[config.mk]
export PLATFORM = sky130hd
export DESIGN_NAME = bemf_scheduler
export DESIGN_NICKNAME = d
export VERILOG_FILES = /design/src/rtl/bemf_pkg.sv /design/src/rtl/bemf_adc_xfer.sv /design/src/rtl/bemf_scheduler.sv
export SDC_FILE = /design/constraint.sdc
export NUM_CORES = 1
export LEC_CHECK = 0
export ABC_AREA = 0
export CAP_MARGIN = 25
export CELL_PAD_IN_SITES_DETAIL_PLACEMENT = 0
export CELL_PAD_IN_SITES_GLOBAL_PLACEMENT = 1
export CORE_MARGIN = 10
export CORE_UTILIZATION = 35
export CTS_CLUSTER_DIAMETER = 150
export DETAILED_ROUTE_END_ITERATION = 6
export GPL_TIMING_DRIVEN = 0
export MAX_ROUTING_LAYER = met4
export PLACE_DENSITY_LB_ADDON = 0.1
export SLEW_MARGIN = 20
export SYNTH_ARGS = -nofsm -noshare
export SYNTH_HDL_FRONTEND = slang
export SYNTH_HIERARCHICAL = 1
export SYNTH_SLANG_ARGS = --single-unit
export TNS_END_PERCENT = 50
[constraint.sdc]
create_clock -name clk -period 8.1 [get_ports clk]
set_input_delay 0.81 -clock clk [delete_from_list [all_inputs] [get_ports clk]]
set_output_delay 0.81 -clock clk [all_outputs]
set_load 0.005 [all_outputs]
[src/rtl/bemf_pkg.sv]
// Shared types and constants for the back-EMF measurement scheduler.
package bemf_pkg;

    localparam int unsigned NUM_MOT     = 4;
    localparam int unsigned DEF_ADC_W   = 10;
    localparam int unsigned DEF_PERIOD  = 832000;
    localparam int unsigned DEF_SETTLE  = 2600;
    localparam int unsigned DEF_TIMEOUT = 1023;

    // Bits needed to hold the values 0..max_val.
    function automatic int unsigned cnt_w(input int unsigned max_val);
        return (max_val < 2) ? 1 : $clog2(max_val + 1);
    endfunction

    localparam int unsigned DEF_PER_W = cnt_w(DEF_PERIOD - 1);
    localparam int unsigned DEF_SET_W = cnt_w(DEF_SETTLE);
    localparam int unsigned DEF_TMO_W = cnt_w(DEF_TIMEOUT);

    typedef enum logic [2:0] {
        StIdle,
        StSettle,
        StWait,
        StGap,
        StDone
    } bemf_state_e;

endpackage

[src/rtl/bemf_adc_xfer.sv]
// One ADC request/acknowledge transfer with a per-request timeout.
module bemf_adc_xfer import bemf_pkg::*; #(
    parameter int unsigned ADC_W   = DEF_ADC_W,
    parameter int unsigned TIMEOUT = DEF_TIMEOUT
) (
    input  logic             clk,
    input  logic             rst_n,
    input  logic             abort_i,
    input  logic             start_i,
    input  logic             adc_ack_i,
    input  logic [ADC_W-1:0] adc_data_i,
    output logic             adc_req_o,
    output logic             done_o,
    output logic             timeout_o,
    output logic [ADC_W-1:0] data_o
);

    localparam int unsigned TMO_W = cnt_w(TIMEOUT);

    logic             req_q, req_d;
    logic [TMO_W-1:0] tmo_q, tmo_d;
    logic             ack_hit, tmo_hit;

    always_comb begin
        ack_hit = req_q & adc_ack_i;
        // An ack arriving on the final allowed cycle still wins over the timeout.
        tmo_hit = req_q & ~adc_ack_i & (tmo_q == TMO_W'(TIMEOUT - 1));
        req_d   = req_q;
        tmo_d   = req_q ? tmo_q + 1'b1 : '0;
        if (abort_i) begin
            req_d = 1'b0;
        end else if (start_i) begin
            req_d = 1'b1;
            tmo_d = '0;
        end else if (ack_hit | tmo_hit) begin
            req_d = 1'b0;
        end
    end

    always_ff @(posedge clk or negedge rst_n) begin
        if (!rst_n) begin
            req_q <= 1'b0;
            tmo_q <= '0;
        end else begin
            req_q <= req_d;
            tmo_q <= tmo_d;
        end
    end

    assign adc_req_o = req_q;
    assign done_o    = ack_hit | tmo_hit;
    assign timeout_o = tmo_hit;
    assign data_o    = adc_data_i;

endmodule

[src/rtl/bemf_scheduler.sv]
// Periodic back-EMF measurement sequencer for four motors sharing one ADC.
// Define BEMF_AVG_EN to take and average two conversions per motor.
module bemf_scheduler import bemf_pkg::*; #(
    parameter int unsigned PERIOD  = DEF_PERIOD,
    parameter int unsigned SETTLE  = DEF_SETTLE,
    parameter int unsigned TIMEOUT = DEF_TIMEOUT,
    parameter int unsigned ADC_W   = DEF_ADC_W
) (
    input  logic             clk,
    input  logic             rst_n,
    input  logic             mot_en_i,
    input  logic             adc_ack_i,
    input  logic [ADC_W-1:0] adc_data_i,
    output logic             bemf_sensing_o,
    output logic             adc_req_o,
    output logic [1:0]       adc_chan_o,
    output logic [ADC_W-1:0] bemf0_o,
    output logic [ADC_W-1:0] bemf1_o,
    output logic [ADC_W-1:0] bemf2_o,
    output logic [ADC_W-1:0] bemf3_o,
    output logic             bemf_valid_o,
    output logic [3:0]       timeout_err_o,
    output logic             overrun_o
);

    localparam int unsigned PER_W = cnt_w(PERIOD - 1);
    localparam int unsigned SET_W = cnt_w(SETTLE);

    bemf_state_e          state_q, state_d;
    logic [PER_W-1:0]     per_q, per_d;
    logic [SET_W-1:0]     set_q, set_d;
    logic [1:0]           chan_q, chan_d;
    logic [NUM_MOT-1:0]   err_q, err_d, terr_q, terr_d;
    logic [ADC_W-1:0]     bemf_q [NUM_MOT];
    logic [ADC_W-1:0]     bemf_d [NUM_MOT];
    logic                 sensing_q, sensing_d, valid_q, valid_d, overrun_q, overrun_d;
    logic                 tick, last_smp;
    logic                 xfer_start, xfer_done, xfer_tmo;
    logic [ADC_W-1:0]     xfer_data;
`ifdef BEMF_AVG_EN
    logic                 smp_q, smp_d;
    logic [ADC_W-1:0]     acc_q, acc_d;
    logic [ADC_W:0]       sum;
`endif

    bemf_adc_xfer #(
        .ADC_W   (ADC_W),
        .TIMEOUT (TIMEOUT)
    ) u_xfer (
        .clk        (clk),
        .rst_n      (rst_n),
        .abort_i    (~mot_en_i),
        .start_i    (xfer_start),
        .adc_ack_i  (adc_ack_i),
        .adc_data_i (adc_data_i),
        .adc_req_o  (adc_req_o),
        .done_o     (xfer_done),
        .timeout_o  (xfer_tmo),
        .data_o     (xfer_data)
    );

    always_comb begin
        tick  = mot_en_i & (per_q == PER_W'(PERIOD - 1));
        per_d = (!mot_en_i || tick) ? '0 : per_q + 1'b1;
    end

    always_ff @(posedge clk or negedge rst_n) begin
        if (!rst_n) state_q <= StIdle;
        else        state_q <= state_d;
    end

    always_comb begin
        state_d    = state_q;
        set_d      = set_q;
        chan_d     = chan_q;
        err_d      = err_q;
        terr_d     = terr_q;
        bemf_d     = bemf_q;
        xfer_start = 1'b0;
        last_smp   = 1'b1;
`ifdef BEMF_AVG_EN
        smp_d      = smp_q;
        acc_d      = acc_q;
        sum        = {1'b0, acc_q} + {1'b0, xfer_data};
`endif
        if (!mot_en_i) begin
            state_d = StIdle;
        end else begin
            unique case (state_q)
                StIdle: if (tick) begin
                    state_d = StSettle;
                    set_d   = SET_W'(SETTLE - 1);
                    err_d   = '0;
                    chan_d  = 2'd0;
`ifdef BEMF_AVG_EN
                    smp_d   = 1'b0;
`endif
                end
                StSettle: begin
                    if (set_q == '0) begin
                        state_d    = StWait;
                        xfer_start = 1'b1;
                    end else begin
                        set_d = set_q - 1'b1;
                    end
                end
                StWait: if (xfer_done) begin
`ifdef BEMF_AVG_EN
                    if (!smp_q) begin
                        acc_d    = xfer_data;
                        smp_d    = 1'b1;
                        last_smp = 1'b0;
                    end else begin
                        smp_d = 1'b0;
                        if (!xfer_tmo && !err_q[chan_q]) bemf_d[chan_q] = sum[ADC_W:1];
                    end
`else
                    if (!xfer_tmo) bemf_d[chan_q] = xfer_data;
`endif
                    if (xfer_tmo) err_d[chan_q] = 1'b1;
                    if (last_smp && chan_q == 2'd3) begin
                        state_d = StDone;
                        terr_d  = err_d;
                    end else begin
                        state_d = StGap;
                    end
                end
                StGap: begin
                    state_d    = StWait;
                    xfer_start = 1'b1;
`ifdef BEMF_AVG_EN
                    chan_d     = smp_q ? chan_q : chan_q + 2'd1;
`else
                    chan_d     = chan_q + 2'd1;
`endif
                end
                StDone:  state_d = StIdle;
                default: state_d = StIdle;
            endcase
        end
    end

    // Outputs are decoded from the next state and registered, so they never glitch.
    always_comb begin
        sensing_d = (state_d == StSettle) || (state_d == StWait) || (state_d == StGap);
        valid_d   = (state_d == StDone);
        overrun_d = tick & (state_q != StIdle);
    end

    always_ff @(posedge clk or negedge rst_n) begin
        if (!rst_n) begin
            per_q     <= '0;
            set_q     <= '0;
            chan_q    <= 2'd0;
            err_q     <= '0;
            terr_q    <= '0;
            bemf_q    <= '{default: '0};
            sensing_q <= 1'b0;
            valid_q   <= 1'b0;
            overrun_q <= 1'b0;
`ifdef BEMF_AVG_EN
            smp_q     <= 1'b0;
            acc_q     <= '0;
`endif
        end else begin
            per_q     <= per_d;
            set_q     <= set_d;
            chan_q    <= chan_d;
            err_q     <= err_d;
            terr_q    <= terr_d;
            bemf_q    <= bemf_d;
            sensing_q <= sensing_d;
            valid_q   <= valid_d;
            overrun_q <= overrun_d;
`ifdef BEMF_AVG_EN
            smp_q     <= smp_d;
            acc_q     <= acc_d;
`endif
        end
    end

    assign bemf_sensing_o = sensing_q;
    assign adc_chan_o     = chan_q;
    assign bemf0_o        = bemf_q[0];
    assign bemf1_o        = bemf_q[1];
    assign bemf2_o        = bemf_q[2];
    assign bemf3_o        = bemf_q[3];
    assign bemf_valid_o   = valid_q;
    assign timeout_err_o  = terr_q;
    assign overrun_o      = overrun_q;

endmodule

==> Implementation_results.wiki <==
{| class="wikitable"
! Metric !! Value
|-
| Status || complete, no violations
|-
| Area share of and/or/nand/nor cells after synthesis || between 10% and 20%
|-
| Reg clk slew, reported paths || approximately 0.070 ns
|-
| RSZ-0062 raised after global routing || false
|-
| Leak || approximately 2.5 nW
|-
| Number of buffers inserted by hold repair at cts || 0
|-
| Inserted Clock Buffers || 9
|-
| Worst setup SP type || input port
|-
| Final cell utilization of the core || 43.8%
|-
| Cell at the root of the clock tree || clkbuf_16
|-
| Final cycle utilization of the critical path || 44.0%
|-
| Power per standard cell area || approximately 180 mW/mm^2
|-
| Total Die Area || about 0.018 mm^2
|-
| Commonest non-fill, non-tap cell in the layout || dfrtp_1
|-
| Transition time at the pin with the least slew margin || about 0.71 ns
|-
| CP Max Fanout || 10
|-
| Cell internal power dissipation || between 700 and 800 uW
|-
| Largest family of logic cells by synthesized area || simple AND/OR/NAND/NOR gates
|-
| DRC violation count after routing || 0
|-
| Post-synthesis sequential element count || slightly below 100
|-
| Via count of the first global-routing pass || 3,220
|-
| Vias after detailed routing || between 3k and 4k
|-
| Worst Path Class, Setup || input port to flip-flop
|-
| Initial antenna violation count || 0
|-
| Switching portion of total power || 21.8%
|-
| Num Clock Sinks || between 90 and 100
|-
| Max transition margin || 52.0%
|-
| Synthesis warning total || 6
|-
| Mapped cell area || 0.00464 mm^2
|-
| Compound-cell area share of the yosys netlist || under 10%
|-
| Overall global routing resource usage || approximately an eighth
|-
| CTS H-tree depth || 3
|-
| Post-Route Setup TNS || 0 ns
|-
| Share of async-settable or async-resettable flops after synthesis || 100%
|-
| Cell count after synthesis || slightly above 400
|-
| Count of distinct cell types in the synthesized netlist || between 50 and 60
|-
| Post-layout instance count excluding filler cells || 657
|-
| CP Capture Type || flip-flop
|-
| Clock Path Buffers || 2
|-
| Fraction of layout cells with a size suffix above 1 || 18.5%
|-
| Data required, critical path || 8.33 ns
|-
| First-pass detailed-route iteration total || 4
|-
| Vert. Die Dim || approximately 140 um
|-
| Antenna diode instance count || 0
|-
| Share of synthesized area occupied by flip-flops and latches || between 50% and 60%
|-
| Net total in the final layout || between 400 and 500
|-
| Standard-cell rows || 42
|-
| Final antenna-violating net count || 0
|-
| Instance count after placement with tap cells included || about 640
|-
| Share of total power in sequential cells || between 40% and 50%
|-
| Post-route clock skew || 0.00966 ns
|-
| Maximum vdd drop || 111 uV
|-
| Max Clock Freq || between 200 and 300 MHz
|-
| Highest-count cells in the layout ignoring fill and taps || 99 x dfrtp_1, 52 x clkdlybuf4s50_1, 48 x nor2_1
|-
| Initial cell density of the core || a little over a third
|-
| TritonCTS clock tree || done
|-
| Crit path DAT || between 3 and 4 ns
|-
| Setup violations, final || 0
|-
| Post-DP HPWL || 7.42 mm
|-
| Final max-slew violation count || 0
|-
| Net Count, Synth || around 430
|-
| Count of flip-flops with a built-in enable after synthesis || 0
|-
| Port Buf Inserts || 53
|-
| Portion of netlist area occupied by mux cells || 11.6%
|-
| Weighted congestion at the end of routability-driven global placement || 0.776
|-
| Share of synthesized cell area in full adder, half adder and majority cells || between 2 and 2.5%
|-
| Worst-path cell chain || clkdlybuf4s50_1, nand4b_1, nor3_2, a21o_1, or4bb_1, a21oi_1, a31oi_2, buf_2, nor3_1, mux2_2
|-
| Number of setup buffers added after CTS || 0
|-
| Initial drt markers || ~150
|-
| Avg Inst Size Synth || around 11 um^2
|-
| Critical-path cell with the highest stage delay || or4bb_1
|-
| Wire length of the first global-routing pass || approximately 17 mm
|-
| Final WL || 10.3 mm
|-
| Overall overflow remaining after global route || 0
|-
| Most used DFF post-synth || dfrtp_1
|-
| Class of the tightest hold or removal check || input port to async pin
|-
| Switching power || approximately 220 uW
|-
| Hold Fails Final Rpt || 0
|-
| Standard cell area after detailed placement || approximately 0.0054 mm^2
|-
| Clock insertion delay at the later pin of the skew report || approximately 0.35 ns
|-
| Pin count of the biggest net entering global routing || 67
|-
| Clk network pwr share || between 40 and 50%
|-
| Ports || 64
|-
| Highest cell delay on the worst timing path || roughly 0.53 ns
|-
| Design area || about 0.0058 mm^2
|-
| Max_cap viols || 0
|-
| CTS resizes || 0
|-
| Drt wl/cell || 15.7 um
|-
| Area Overhead vs Synth || 24.0%
|-
| Power share of the combinational group || 4.1%
|-
| Core area || between 0.01 and 0.015 mm^2
|-
| Area share of xor/xnor cells in the synthesized design || between 3 and 4%
|-
| Post-layout min period || 3.57 ns
|-
| Filler cell count in the final layout || 1,283
|-
| Via/cell ratio || just under 5
|-
| Overall die width || 135 um
|}
[cell families (layout without fill, tap and decap cells)]
group	after synthesis	after routing
AOI/OAI and AO/OA	40	40
DFF	99	99
adders and majority gates	9	9
xor gates and xnor gates	21	21
buffers and inverters	34	104
muxes	48	48
and+or+nand+nor	160	160
[layer usage]
layer	GRT usage (%)	vias up	routed length (um)
met3	3.93	10	489
met5	-	-	0
met1	14.8	1540	4790
met2	18.7	36	4910
met4	3.59	0	115
li1	-	1570	-
[final timing paths]
path                                                start                   endpoint  slack [ns]  depth (start not counted)
worst max-delay path                            adc_ack_i       set_q[7]$_DFFE_PN0P_        4.53                         10
min in group clk                     err_q[2]$_DFFE_PN0P_       err_q[2]$_DFFE_PN0P_        0.50                          2
max in group asynchronous                           rst_n      set_q[11]$_DFFE_PN0P_        7.11                          2
worst min register to register       err_q[2]$_DFFE_PN0P_       err_q[2]$_DFFE_PN0P_        0.50                          2
worst max register to register  u_xfer/tmo_q[0]$_DFF_PN0_       set_q[7]$_DFFE_PN0P_        4.90                         11
worst min-delay path                                rst_n  u_xfer/tmo_q[3]$_DFF_PN0_        0.34                          1
[power by group through the flow]
stage | combinational (mW) | clock, mW | sequential (mW)
2_1_floorplan | 0.0232 | 0 | 0.514
3_3_place_gp | 0.0415 | 0 | 0.515
3_5_place_dp | 0.0437 | 0 | 0.516
4_1_cts | 0.0440 | 0.491 | 0.506
5_1_grt | 0.0486 | 0.511 | 0.507
6_report | 0.0421 | 0.473 | 0.506
[Yosys cell counts (2+ instances only)]
library cell  instances  share of area (%)
a21oi_1              16                1.7
a31oi_1               2               0.27
and2_1                4               0.54
and2b_1               4               0.65
and3_1                7               0.94
buf_2                 6               0.65
buf_4                10                1.6
clkbuf_1              3               0.24
dfrtp_1              99                 53
ha_1                  9                2.4
inv_1                13                1.1
mux2_2               45                 11
mux2i_1               3               0.65
nand2_1              22                1.8
nand2b_1              3               0.40
nand3_1              13                1.4
nand3b_1              3               0.49
nand4_1               6               0.81
nand4b_1              2               0.38
nor2_1               49                4.0
nor2b_1               5               0.67
nor3_1               12                1.3
nor4_1                7               0.94
nor4b_1               4               0.75
o21ai_0               7               0.75
o22a_1                2               0.38
o31ai_1               6               0.97
or3_1                 2               0.27
or4_1                 5               0.81
or4bb_1               2               0.49
xnor2_1              10                1.9
xor2_1               11                2.1
[area by class of cell]
class                   count  area (um^2)  area share, %
inverters                  13         48.8          0.848
flip-flops and latches     99         2480           43.0
clock inverters             5         85.1           1.48
multi-input cells         278         1990           34.6
repair buffers             54          559           9.72
clock buffers              11          243           4.22
plain buffers              21          131           2.28
well taps                 176          220           3.83
[worst max-delay path: cells and delay by family]
family	cells	cell delay, ns
AOI/OAI and AO/OA	3	0.49
buffers and inverters	2	0.68
muxes	1	0.36
and+or+nand+nor	4	1.46
[flip-flops by register name, summed over array words and instances (netlist names)]
name / cells
timeout_err_o: 4
set_q: 12
state_q: 3
u_xfer/tmo_q: 10
overrun_o: 1
per_q: 20
bemf_valid_o: 1
err_q: 4
u_xfer/adc_req_o: 1
bemf_sensing_o: 1
bemf0_o: 10
bemf1_o: 10
bemf3_o: 10
adc_chan_o: 2
bemf2_o: 10
[through the flow]
step | total power [mW] | hold slack (ns) | worst slack [ns]
after global placement | 0.557 | 0.476 | 2.31
after global routing | 1.07 | 0.349 | 4.24
after floorplan | 0.537 | 0.455 | 4.92
after CTS | 1.04 | 0.342 | 4.21
final | 1.02 | 0.344 | 4.53
after detailed placement | 0.559 | 0.480 | 3.84
Power figures use the tool's default switching activity.
